**src/rtl/lockcomp.sv**
```systemverilog
// lockcomp: programmable 16-bit code register with a registered exact-match flag.
module lockcomp #(
  parameter logic [15:0] DEFAULT_CODE = 16'h0000
) (
  input  logic        clk,
  input  logic        clr,
  input  logic        set,
  input  logic        enable,
  input  logic [15:0] new_code,
  input  logic [15:0] pressed_code,
  output logic        equal
);
  logic [15:0] code_q, code_d;
  logic        equal_q, equal_d;
  always_comb begin
    code_d  = set ? DEFAULT_CODE : enable ? new_code : code_q;
    equal_d = !(set || enable) && (pressed_code == code_q);
  end
  always_ff @(posedge clk or negedge clr) begin
    if (!clr) begin
      code_q  <= DEFAULT_CODE;
      equal_q <= 1'b0;
    end else begin
      code_q  <= code_d;
      equal_q <= equal_d;
    end
  end
  assign equal = equal_q;
endmodule

```
**config.mk**
```make
export PLATFORM = sky130hd
export DESIGN_NAME = lockcomp
export DESIGN_NICKNAME = d
export VERILOG_FILES = /design/src/rtl/lockcomp.sv
export SDC_FILE = /design/constraint.sdc
export NUM_CORES = 1
export LEC_CHECK = 0
export CAP_MARGIN = 40
export CORE_ASPECT_RATIO = 0.9
export CORE_MARGIN = 8
export CORE_UTILIZATION = 41
export CTS_CLUSTER_DIAMETER = 30
export DETAILED_ROUTE_END_ITERATION = 7
export PLACE_DENSITY = 0.78
export SYNTH_ARGS = -nofsm -noshare
export SYNTH_HDL_FRONTEND = slang
export SYNTH_SLANG_ARGS = --single-unit
```
**constraint.sdc**
```tcl
create_clock -name clk -period 1.3 [get_ports clk]
set_input_delay 0.26 -clock clk [delete_from_list [all_inputs] [get_ports clk]]
set_output_delay 0.26 -clock clk [all_outputs]
set_load 0.01 [all_outputs]
```
# Word level (Yosys, flattened, before mapping)
# Index checks and enable logic that the tools add are counted.
# classes
add_sub_neg	0
multipliers	0
div_mod_pow	0
order_cmp	0
eq_ne	1
shifts	0
muxes	2
n_bitwise	0
reduce_logical	4
# op_table
cell	n
$mux W16	2
$eq A16 B16 Y1	1
$reduce_bool A2 Y1	1
$logic_and A1 B1 Y1	1
$logic_not A1 Y1	1
$logic_or A1 B1 Y1	1
# word_totals
register_bits	17
latch_bits	0
ram_bits	0
rom_bits	0
output_inout_bits	1
elab_cells	9
mem_count	0

# Longest topological paths before layout
# depth
ltp_word	3
depth_mapped	4

# Worst setup path before layout
# Ideal clock, no wire load.
# synth_timing
kind	register to register
start	reg code_q[13]
end	reg equal_q (netlist: equal)
setup_time_ps	96
t_arrival_ps	1019
t_required_ps	1204
path_slack_ps	185
path_stages_with_launch	5
synth_period_minus_slack_ps	1115
cell_sequence	dfrtp_1 > xor2_1 > nor4_1 > nand4_1 > nor4_2
# synth_between
elab_chain_cells	2
# synth_rtl
item	line	rtl
from (decl)	13	logic [15:0] code_q, code_d;
from (signal assigned)	24	code_q <= code_d;
$eq A16 B16 Y1	17	equal_d = !(set || enable) && (pressed_code == code_q);
$logic_and A1 B1 Y1	17	
via equal_d	14	logic equal_q, equal_d;
to (signal assigned)	25	equal_q <= equal_d;
to (decl)	14	
# The timed path passes the listed nets, and every way through them passes these cells.
# A chain may end at the register's enable or synchronous reset.

# Worst setup path in the final report
# layout_timing
start	in pressed_code[10]
end	reg equal_q (netlist: equal)
# layout_between
elab_chain_cells	2
# layout_rtl
item	line	rtl
from (decl)	10	input logic [15:0] pressed_code,
$eq A16 B16 Y1	17	
$logic_and A1 B1 Y1	17	
via equal_d	14	
# The timed path passes the listed nets, and every way through them passes these cells.

==> results_dict.tcl <==
set metrics [dict create \
    drv_cap 0 \
    dominantRegCellSynth "dfrtp_1" \
    fmax_ghz 0.7561 \
    ant_nets 0 \
    drv_slew 0 \
    ir_drop_v 0.0006148 \
    diodes 0 \
    drive_gt1_share_pct 9.483 \
    synth_cells 75 \
    outcome "finished with violations" \
    tightest_slew_ns 0.2750 \
    cts_tree "built" \
    power.density_nw_per_um2 850.1 \
    cp_slowest_stage_delay_ns 0.42 \
    gp_congestion 0.7891 \
    ys_seq_area_share_pct 50.15 \
    period_needed_ns 1.322 \
    synth-async-reset-ratio_pct 100.0 \
    cts.htree.levels 1 \
    synth_top_cell_by_area "dfrtp_1" \
    setup_viol 1 \
    cts_root_buffer "clkbuf_4" \
    grt_max_degree 18 \
    area_growth_pct 53.54 \
    dieArea_um2 3782 \
    grt_pass1_wl_mm 3.650 \
    synth_edf_count 0 \
    initial_core_util_pct 43.88 \
    detailed_place_hpwl_mm 1.799 \
    fin_setup_tns_ns -0.02250 \
    cts.sinks 17 \
    cp-startpoint "pressed_code[10]" \
    critical_path_required_ns 1.50 \
    synth-seq-cells 17 \
    drt_iter0_drc 5 \
    antenna_found_initial 0 \
    ys_top_cells_by_area "dfrtp_1, mux2i_1, xor2_1" \
    vias 679 \
    yosysMostFrequentCell "dfrtp_1" \
    syn_area_per_cell_um2 11.31 \
    fin_skew_ns 0.003545 \
    syn_nets 111 \
    max-clock-path-buffers 2 \
    wl_mm 2.236 \
    slowest_stage "clkdlybuf4s50_1" \
    violations "setup timing" \
    wire_per_inst_um 15.86 \
    numCtsBuffers 3 \
    worstSetupStartpointType "input pin" \
    grt_pass1_vias 775 \
    postCtsSetupRepairBufs 0 \
    netlist_top_cells_count "dfrtp_1, mux2i_1, nor2_1, xor2_1, nor4_1" \
    setup_ws_ns -0.02250 \
    rsz0062_at_grt "yes" \
    yosysUniqueCellTypes 11 \
    grt_overflow 0 \
    yosys_warnings 0 \
    cp_max_fo 1 \
    via_per_inst 4.816 \
    synth.top_cell.area_share_pct 50.15 \
    path_delay_family "simple AND/OR/NAND/NOR gates" \
    slew_headroom_pct 81.50 \
    die_x_um 63.95 \
    endpoint_kind "register" \
    io_pins 37 \
    hold_path_class "input pin to async pin" \
    clk_pin_slew_ns 0.10 \
    drc 0 \
    period_share_pct 101.7 \
    die_y_um 59.15 \
    row_count 15 \
    setup.worst_path.class "input pin to register" \
    syn-cell-area_um2 848.3 \
    track_usage_pct 12.65 \
    port_buffers 36 \
    final_nets 153 \
    firstDrtPassIters 4 \
    fp.coreArea_um2 1933 \
    cp.arrival_ns 1.52 \
    leakage_nw 0.6343 \
    final-hold-violation-count 0 \
    rr_startpoint "code_q[13]" \
    worstSkewPairLatency_ns 0.29 \
    worstPathCellList "clkdlybuf4s50_1, xor2_1, nor4_1, nand4_1, nor4_2" \
    path_buf_inv 1 \
    finalPower_w 0.001107 \
]
==> per-layer routing <==
metal | GRT usage, % | part of all wire (%) | wire, um
met5 | 0 | 0 | 0
met4 | 8.571 | 1.7 | 38
met3 | 3.403 | 6.6 | 148
met2 | 20.60 | 49 | 1102
met1 | 14.24 | 42 | 947
==> worst reg2reg max path, stage by stage, from the launching register on <==
cell,delay (ns)
dfrtp_1,0.40
xor2_1,0.16
nor4_2,0.31
nand4_1,0.16
nor4_2,0.18
==> state kept, by name, indices dropped and copies added (netlist names) <==
signal  count
equal       1
code_q     16
==> through the flow <==
| step | setup WS (ns) | instance area, um2 | utilization, % | instances | hold slack (ns) |
|---|---|---|---|---|---|
| 2_1_floorplan | 0.1852 | 848.3 | - | 75 | -0.03559 |
| 3_3_place_gp | -0.2371 | 1270 | 65.70 | 137 | 0.5229 |
| 3_5_place_dp | -0.3447 | 1270 | 65.70 | 137 | 0.5322 |
| 4_1_cts | -0.02782 | 1303 | 67.38 | 141 | 0.2885 |
| 5_1_grt | -0.03853 | 1303 | 67.38 | 141 | 0.2822 |
| 6_report | -0.02250 | 1303 | 67.38 | 141 | 0.2900 |
==> layout by cell type, fill, tap and decap left out <==
| master | instances |
|---|---|
| clkdlybuf4s50_1 | 35 |
| dfrtp_1 | 17 |
| xor2_1 | 16 |
| mux2i_1 | 16 |
| nor2_1 | 16 |
| buf_4 | 4 |
| clkbuf_4 | 3 |
| nor4_1 | 2 |
| nor4_2 | 2 |
| nor3_1 | 1 |
| nand4_1 | 1 |
| clkinv_2 | 1 |
| dlygate4sd2_1 | 1 |
| buf_12 | 1 |
==> power by group <==
group          leakage, nW  switching, W  internal (W)
Sequential           0.226     0.0000205      0.000556
Clock               0.0177      0.000165      0.000114
Combinational        0.390     0.0000932      0.000158
Total                0.634      0.000278      0.000829
==> layout make-up <==
type,instances,area [um2]
Multi-Input combinational cell,54,409.1
Clock inverter,1,5.005
Clock buffer,3,22.52
Sequential cell,17,425.4
Tap cell,25,31.28
Fill cell,151,630.6
Timing Repair Buffer,41,409.1
==> worst paths after layout <==
check	to	slack, ns	cells past startpoint
max	equal	-0.02	5
min	code_q[11]	0.29	2
max reg2reg	equal	0	4
min reg2reg	code_q[3]	0.55	2
max in group asynchronous	code_q[5]	0.82	2
min in group clk	code_q[3]	0.55	2
==> timing repair <==
action,CTS,global route
endpoints found under the setup margin,2,1
pin swaps,3,1
resized for setup,2,0
hold buffers,0,0
==> cell families after synthesis <==
| logic type | count (synthesis) | synth area share, % |
|---|---|---|
| and+or+nand+nor | 22 | 12.09 |
| DFF | 17 | 50.15 |
| xor gates and xnor gates | 16 | 16.52 |
| buffers and inverters | 4 | 2.360 |
| muxes | 16 | 18.88 |
No activity file was read; power rests on OpenSTA's default activity.
